**src/rtl/radar_sweep_sequencer.sv**
```systemverilog
// Radar scan sequencer: steps the servo through N_STEPS positions in a ping-pong sweep,
// triggers one telemeter measurement per settled position and writes {timeout,dist} per angle.
module radar_sweep_sequencer #(
  parameter int N_STEPS       = 32,
  parameter int STEP_W        = 8,
  parameter int SETTLE_CYCLES = 5_000_000,
  parameter int MEAS_TIMEOUT  = 3_000_000
) (
  input  logic              clk,
  input  logic              reset,
  input  logic              enable,
  output logic [STEP_W-1:0] angle_o,
  output logic              meas_start,
  input  logic              meas_done,
  input  logic [9:0]        dist_i,
  output logic              wr_en,
  output logic [STEP_W-1:0] wr_addr,
  output logic [10:0]       wr_data,
  output logic              sweep_done,
  output logic              sweep_dir,
  output logic              busy
);

  // One counter serves both the settle delay and the measurement timeout.
  localparam int CNT_MAX = (SETTLE_CYCLES > MEAS_TIMEOUT) ? SETTLE_CYCLES : MEAS_TIMEOUT;
  localparam int CNT_W   = $clog2(CNT_MAX + 1);
  localparam logic [CNT_W-1:0]  SETTLE_LAST = CNT_W'(SETTLE_CYCLES - 1);
  localparam logic [CNT_W-1:0]  WAIT_LAST   = CNT_W'(MEAS_TIMEOUT - 1);
  localparam logic [CNT_W-1:0]  CNT_ONE     = CNT_W'(1);
  localparam logic [STEP_W-1:0] IDX_LAST    = STEP_W'(N_STEPS - 1);
  localparam logic [STEP_W-1:0] IDX_ONE     = STEP_W'(1);

  typedef enum logic [2:0] {IDLE, SETTLE, TRIG, WAIT, STORE} state_t;

  state_t            state_q, state_d;
  logic [CNT_W-1:0]  cnt_q, cnt_d;
  logic [STEP_W-1:0] idx_q, idx_d;
  logic              dir_q, dir_d;
  logic [STEP_W-1:0] wr_addr_q, wr_addr_d;
  logic [10:0]       wr_data_q, wr_data_d;
  logic              sweep_done_q, sweep_done_d;
  logic              meas_start_q, meas_start_d;
  logic              wr_en_q, wr_en_d;
  logic              busy_q, busy_d;
  logic              at_end;

  always_comb begin
    state_d      = state_q;
    cnt_d        = cnt_q;
    idx_d        = idx_q;
    dir_d        = dir_q;
    wr_addr_d    = wr_addr_q;
    wr_data_d    = wr_data_q;
    sweep_done_d = 1'b0;
    at_end       = dir_q ? (idx_q == '0) : (idx_q == IDX_LAST);

    case (state_q)
      IDLE: begin
        if (enable) begin
          state_d = SETTLE;
          cnt_d   = '0;
        end
      end
      SETTLE: begin
        if (cnt_q == SETTLE_LAST) begin
          state_d = TRIG;
          cnt_d   = '0;
        end else begin
          cnt_d = cnt_q + CNT_ONE;
        end
      end
      TRIG: begin
        state_d = WAIT;
        cnt_d   = '0;
      end
      WAIT: begin
        // A done arriving on the timeout cycle still delivers the real distance.
        if (meas_done || cnt_q == WAIT_LAST) begin
          state_d      = STORE;
          wr_addr_d    = idx_q;
          wr_data_d    = meas_done ? {1'b0, dist_i} : 11'h7FF;
          sweep_done_d = at_end;
        end else begin
          cnt_d = cnt_q + CNT_ONE;
        end
      end
      STORE: begin
        state_d = enable ? SETTLE : IDLE;
        cnt_d   = '0;
        if (at_end) begin
          dir_d = ~dir_q;
          if (N_STEPS > 1) idx_d = dir_q ? idx_q + IDX_ONE : idx_q - IDX_ONE;
        end else begin
          idx_d = dir_q ? idx_q - IDX_ONE : idx_q + IDX_ONE;
        end
      end
      default: state_d = IDLE;
    endcase

    // Strobes are registered from the next state so they line up with that state.
    meas_start_d = (state_d == TRIG);
    wr_en_d      = (state_d == STORE);
    busy_d       = (state_d != IDLE);
  end

  always_ff @(posedge clk or posedge reset) begin
    if (reset) begin
      state_q      <= IDLE;
      cnt_q        <= '0;
      idx_q        <= '0;
      dir_q        <= 1'b0;
      wr_addr_q    <= '0;
      wr_data_q    <= '0;
      sweep_done_q <= 1'b0;
      meas_start_q <= 1'b0;
      wr_en_q      <= 1'b0;
      busy_q       <= 1'b0;
    end else begin
      state_q      <= state_d;
      cnt_q        <= cnt_d;
      idx_q        <= idx_d;
      dir_q        <= dir_d;
      wr_addr_q    <= wr_addr_d;
      wr_data_q    <= wr_data_d;
      sweep_done_q <= sweep_done_d;
      meas_start_q <= meas_start_d;
      wr_en_q      <= wr_en_d;
      busy_q       <= busy_d;
    end
  end

  assign angle_o    = idx_q;
  assign sweep_dir  = dir_q;
  assign wr_addr    = wr_addr_q;
  assign wr_data    = wr_data_q;
  assign sweep_done = sweep_done_q;
  assign meas_start = meas_start_q;
  assign wr_en      = wr_en_q;
  assign busy       = busy_q;

endmodule
```
**config.mk**
```make
export PLATFORM = sky130hd
export DESIGN_NAME = radar_sweep_sequencer
export DESIGN_NICKNAME = d
export VERILOG_FILES = /design/src/rtl/radar_sweep_sequencer.sv
export SDC_FILE = /design/constraint.sdc
export NUM_CORES = 1
export LEC_CHECK = 0
export CORE_ASPECT_RATIO = 1.75
export CORE_MARGIN = 2
export CORE_UTILIZATION = 55
export DETAILED_ROUTE_END_ITERATION = 8
export PLACE_DENSITY = 0.81
export SYNTH_ARGS = -nofsm -noshare
export SYNTH_HDL_FRONTEND = slang
export SYNTH_SLANG_ARGS = --single-unit
```
**constraint.sdc**
```tcl
create_clock -name clk -period 4.2 [get_ports clk]
set_input_delay 0.42 -clock clk [delete_from_list [all_inputs] [get_ports clk]]
set_output_delay 0.42 -clock clk [all_outputs]
set_load 0.02 [all_outputs]
```
# --- Word-level counts from Yosys, hierarchy flattened ---
# Index checks and enable logic that the tools add are counted.
# W data, S select, Z words.
word_totals:
  regBits: 58
  latch_bits: 0
  ramBits: 0
  romBits: 0
  inputBits: 14
  memories: 0
op_classes:
  addsub: 3
  n_mul: 0
  div_mod_pow: 0
  n_lt_le_gt_ge: 0
  eq_ne: 11
  shifts: 0
  n_mux: 16
  bitwise: 1
  reduce_logical: 9
ops:
  columns: ["operator", "count"]
  rows:
  - ["$pmux W23 S4", 1]
  - ["$mux W23", 3]
  - ["$mux W8", 3]
  - ["$add A23 B1 Y23 const B", 1]
  - ["$eq A23 B22 Y1 const B", 1]
  - ["$eq A23 B23 Y1 const B", 1]
  - ["$pmux W3 S5", 1]
  - ["$mux W11", 1]
  - ["$eq A3 B2 Y1 const B", 3]
  - ["$mux W3", 3]
  - ["$add A8 B1 Y8 const B", 1]
  - ["$eq A8 B5 Y1 const B", 1]
  - ["$logic_not A8 Y1", 1]
  - ["$sub A8 B1 Y8 const B", 1]
  - ["$eq A3 B3 Y1 const B", 2]
  - ["$mux W1", 4]
  - ["$ne A2 B2 Y1 const B", 2]
  - ["$reduce_and A2 Y1", 2]
  - ["$reduce_bool A4 Y1", 1]
  - ["$eq A3 B1 Y1 const B", 1]
  - ["$logic_not A3 Y1", 1]
  - ["$reduce_and A3 Y1", 1]
  - ["$reduce_bool A3 Y1", 1]
  - ["$reduce_or A2 Y1", 1]
  - ["2 further kinds", 2]

# --- Longest topological paths before layout ---
depth:
  word_depth: 5
  mapped_depth: 8
  depth_no_buf: 7

# --- Worst setup path before layout ---
# No wires, ideal clock.
synth_timing:
  path_kind: "flip-flop to flip-flop"
  from: "register cnt_q[0]"
  to: "register wr_addr_q[0] (netlist: wr_addr[0])"
  setup_time_ns: 0.125
  arrival_time_ns: 1.858
  t_required_ns: 4.075
  path_slack_ns: 2.218
  stages_incl_launch_ff: 8
  path_buffers: 1
  period_less_slack_ns: 1.982
  path_cell_list: "dfrtp_1 ha_1 nand4b_1 nor3_2 a41oi_1 nor2_1 buf_4 mux2_2"
synth_via:
  elab_chain_cells: 3
synth_lines:
  columns: ["element", "line_no", "rtl"]
  rows:
  - ["start, declared", "36", "logic [CNT_W-1:0] cnt_q, cnt_d;"]
  - ["start signal, assigned", "120", "cnt_q <= cnt_d;"]
  - ["$eq A23 B22 Y1", "78", "if (meas_done || cnt_q == WAIT_LAST) begin"]
  - ["$logic_or A1 B1 Y1", "78", null]
  - ["$reduce_and A2 Y1 (no source line)", null, null]
  - ["end signal, assigned", "123", "wr_addr_q <= wr_addr_d;"]
  - ["end, declared", "39", "logic [STEP_W-1:0] wr_addr_q, wr_addr_d;"]
# Every way passes these cells.
# A chain may end at the register's enable or synchronous reset.

# --- Worst setup path in the final report ---
layout_timing:
  from: "register cnt_q[0]"
  to: "register cnt_q[15]"
layout_via:
  elab_chain_cells: 4
layout_lines:
  columns: ["element"]
  rows:
  - ["branches (longest 4 deep; another with $add A23 B1 Y23)"]
# Parallel ways; which one is timed is not known. The select of a mux whose other input is x is not followed.

==> flow_summary_export.csv <==
group,metric,value,unit
route,ant_nets,0,
critical_path,start_kind,"flip-flop",
yosys,synth_cell_type_count,50,
final_layout,final_cell_mix,"dfrtp_1, clkdlybuf4s50_1, nor2_1",
yosys,syn-cell-area,2980,um^2
critical_path,cp_slowest_cell,"o31ai_2",
power_and_ir_drop,switchingPower,0.445,mW
global_route,grt_start_max_net_pins,41,
final_layout,nNetsFinal,364,
final_layout,finalNonFillerCells,406,
power_and_ir_drop,switching_share,0.304,
die,fp.coreArea,5260,um^2
sta,fmax,0.429,GHz
final_layout,final_area,3640,um^2
sta,fin_setup_tns,0,ns
yosys,yosys.area.top_type_share,0.488,
sta,whs,0.385,ns
die,fp.dieH,101,um
run,maxCapViolCount,0,
min_path,hold_class,"in -> async",
critical_path,cp_max_fo,14,
placed_design,post-dp-hpwl,4.90,mm
yosys,dominantRegCellSynth,"dfrtp_1",
power_and_ir_drop,p_seq_frac,0.455,
global_route,grt_pass1_vias,2448,
critical_path,critical_path_arrival,2.56,ns
power_and_ir_drop,power.leakage,1.52,nW
power_and_ir_drop,irDropWorstVdd,0.300,mV
final_layout,multiInputGateArea,1430,um^2
final_layout,utilization,0.692,
power_and_ir_drop,p_comb_frac,0.199,
yosys,synth.largest_area_cell,"dfrtp_1",
global_route,antenna_found_initial,0,
global_route,grt_remaining_overflow,0,
final_layout,seq_area,1450,um^2
yosys,synth_edf_count,0,
sta,rsz0062_at_grt,"no",
critical_path,slowest_delay,0.53,ns
route,num_vias,2448,
route,routedWlPerCell,17.1,um
critical_path,critPathBufInv,1,
global_route,grt.total_usage,0.248,
placed_design,io_buffers,45,
yosys,async_flop_share,1.00,
sta,setup_viol,0,
critical_path,crit_path_end_kind,"flip-flop",
sta,timing.final.crit_share,0.555,
final_layout,n_antenna_cell,0,
final_layout,fillCellCount,432,
route,first_iter_violations,109,
die,initial_core_util,0.566,
global_route,grt_pass1_wl,11.4,mm
die,placementRows,35,
critical_path,crit_type,"reg -> reg",
sta,tightest_slew,0.608,ns
clock_network,ctsHtreeMaxLevel,3,
yosys,synth-seq-area-share,0.488,
clock_network,cts_root_buffer,"clkbuf_8",
sta,fin_ws,1.87,ns
route,vias_per_cell,6.03,
final_layout,drive_above_1_share,0.0969,
critical_path,crit_chain,"ha_1 -> nand4b_1 -> nor3_2 -> nand4_1 -> o31ai_2 -> buf_4 -> nor2_1",
sta,relSlewSlack,0.595,
yosys,synth.avg_cell_area,9.85,um^2
sta,hold_viol_final,0,
clock_network,cts-resized-gates,0,
final_layout,layout_commonest_cell,"dfrtp_1",
critical_path,crit_required,4.43,ns
die,die_x,59.6,um
route,drc,0,
yosys,yosysWarnings,0,
final_layout,area_growth,22.2,%
clock_network,clock_path_buffers,2,
power_and_ir_drop,total_power,1.46,mW
placed_design,gp_congestion,0.867,
clock_network,cts_tree,"done",
route,postRouteWirelength,6.95,mm
critical_path,critical_path.top_delay_family,"simple AND/OR/NAND/NOR gates",
placed_design,dp_cells,390,
clock_network,cts_made_buffers,9,
clock_network,clk_latency,0.34,ns
yosys,syn_inst,302,
clock_network,postCtsHoldBufs,0,
route,first_pass_iters,5,
sta,fin_skew,0.00827,ns
clock_network,clkSlewWorstSetupHoldPaths,0.07,ns
yosys,synthesis.nets,320,
power_and_ir_drop,p_per_area,402,nW/um^2
sta,drv_slew,0,
outcome,status,"finished clean",
placed_design,pre_cts_ws,1.90,ns
yosys,synth_seq_cells,58,
sta,min_period,2.33,ns
clock_network,cts.sinks,58,
power_and_ir_drop,internal_power,1.02,mW
die,dieArea,6040,um^2
clock_network,postCtsSetupBuffers,0,
die,num_io_pins,46,
yosys,yosys-top-cells-area,"dfrtp_1, xnor2_1, nor2_1",
power_and_ir_drop,clkPwrFrac,0.345,
placed_design,dpl_cell_area,3440,um^2
-- logic make-up (layout without fill, tap and decap cells) --
| family | Yosys count | after routing | synth area share |
|---|---|---|---|
| flops | 58 | 58 | 0.488 |
| mux | 9 | 9 | 0.0341 |
| buf+inv | 21 | 70 | 0.0328 |
| simple gates | 139 | 139 | 0.250 |
| xor+xnor | 20 | 20 | 0.0589 |
| fa+ha+maj | 4 | 4 | 0.0168 |
| compound gates | 51 | 51 | 0.119 |
-- worst reg2reg max path, delay by kind of cell (launching register included) --
kind,cells,cell delay (ns)
adders and majority gates,1,0.27
DFF,1,0.43
AOI/OAI and AO/OA,1,0.53
buffers and inverters,1,0.31
and+or+nand+nor,4,0.69
-- final cells by class --
class / instances / area share
inverter: 6 / 0.00619
clock inverter: 7 / 0.0193
clock buffer: 9 / 0.0341
timing repair buffer: 48 / 0.130
tap: 55 / 0.0189
multi-input combinational: 223 / 0.392
sequential: 58 / 0.399
-- metal layers --
| layer | track usage | vias up | wire (um) |
|---|---|---|---|
| li1 | - | 1175 | - |
| met2 | 0.435 | 63 | 3770 |
| met1 | 0.280 | 1191 | 2790 |
| met5 | 0 | - | 0 |
| met4 | 0.121 | 0 | 165 |
| met3 | 0.0473 | 19 | 221 |
-- cell usage after synthesis, drive strengths merged (2+ instances only) --
cell / instances
ha: 4
buf: 8
nor2b: 3
nor2: 29
nor4b: 2
or4: 2
and4: 3
mux2: 9
xnor2: 20
a21oi: 9
inv: 6
or3: 9
and2: 3
o31ai: 4
nand3: 16
nand2b: 7
dfrtp: 58
nor3: 9
o21ai: 17
nand4: 5
nand2: 25
nor4: 13
and3: 6
clkbuf: 7
o22a: 10
-- power by group through the flow --
stage	Combinational (mW)	Clock, mW	Sequential, mW
floorplan	0.165	0	0.690
global placement	0.283	0	0.670
detailed placement	0.293	0	0.676
CTS	0.294	0.513	0.665
global route	0.317	0.542	0.674
finish	0.292	0.505	0.666
-- final timing paths --
| check | slack, ns | cells after the start | end | start |
|---|---|---|---|---|
| setup / recovery | 1.87 | 7 | cnt_q[15] | cnt_q[0] |
| max in group asynchronous | 2.96 | 3 | cnt_q[2] | reset |
| hold / removal | 0.38 | 2 | wr_data[3] | reset |
| setup reg to reg | 1.87 | 7 | cnt_q[15] | cnt_q[0] |
| min in group clk | 0.51 | 1 | wr_addr[2] | wr_addr[2] |
| hold reg to reg | 0.51 | 1 | wr_addr[2] | wr_addr[2] |
-- state kept, by name, indices dropped and copies added, names as in the netlist --
| name | count |
|---|---|
| wr_addr | 8 |
| busy | 1 |
| angle_o | 8 |
| wr_en | 1 |
| meas_start | 1 |
| cnt_q | 23 |
| wr_data | 11 |
| state_q | 3 |
| sweep_done | 1 |
| sweep_dir | 1 |
Note: power is estimated with default switching activity, not from simulation.
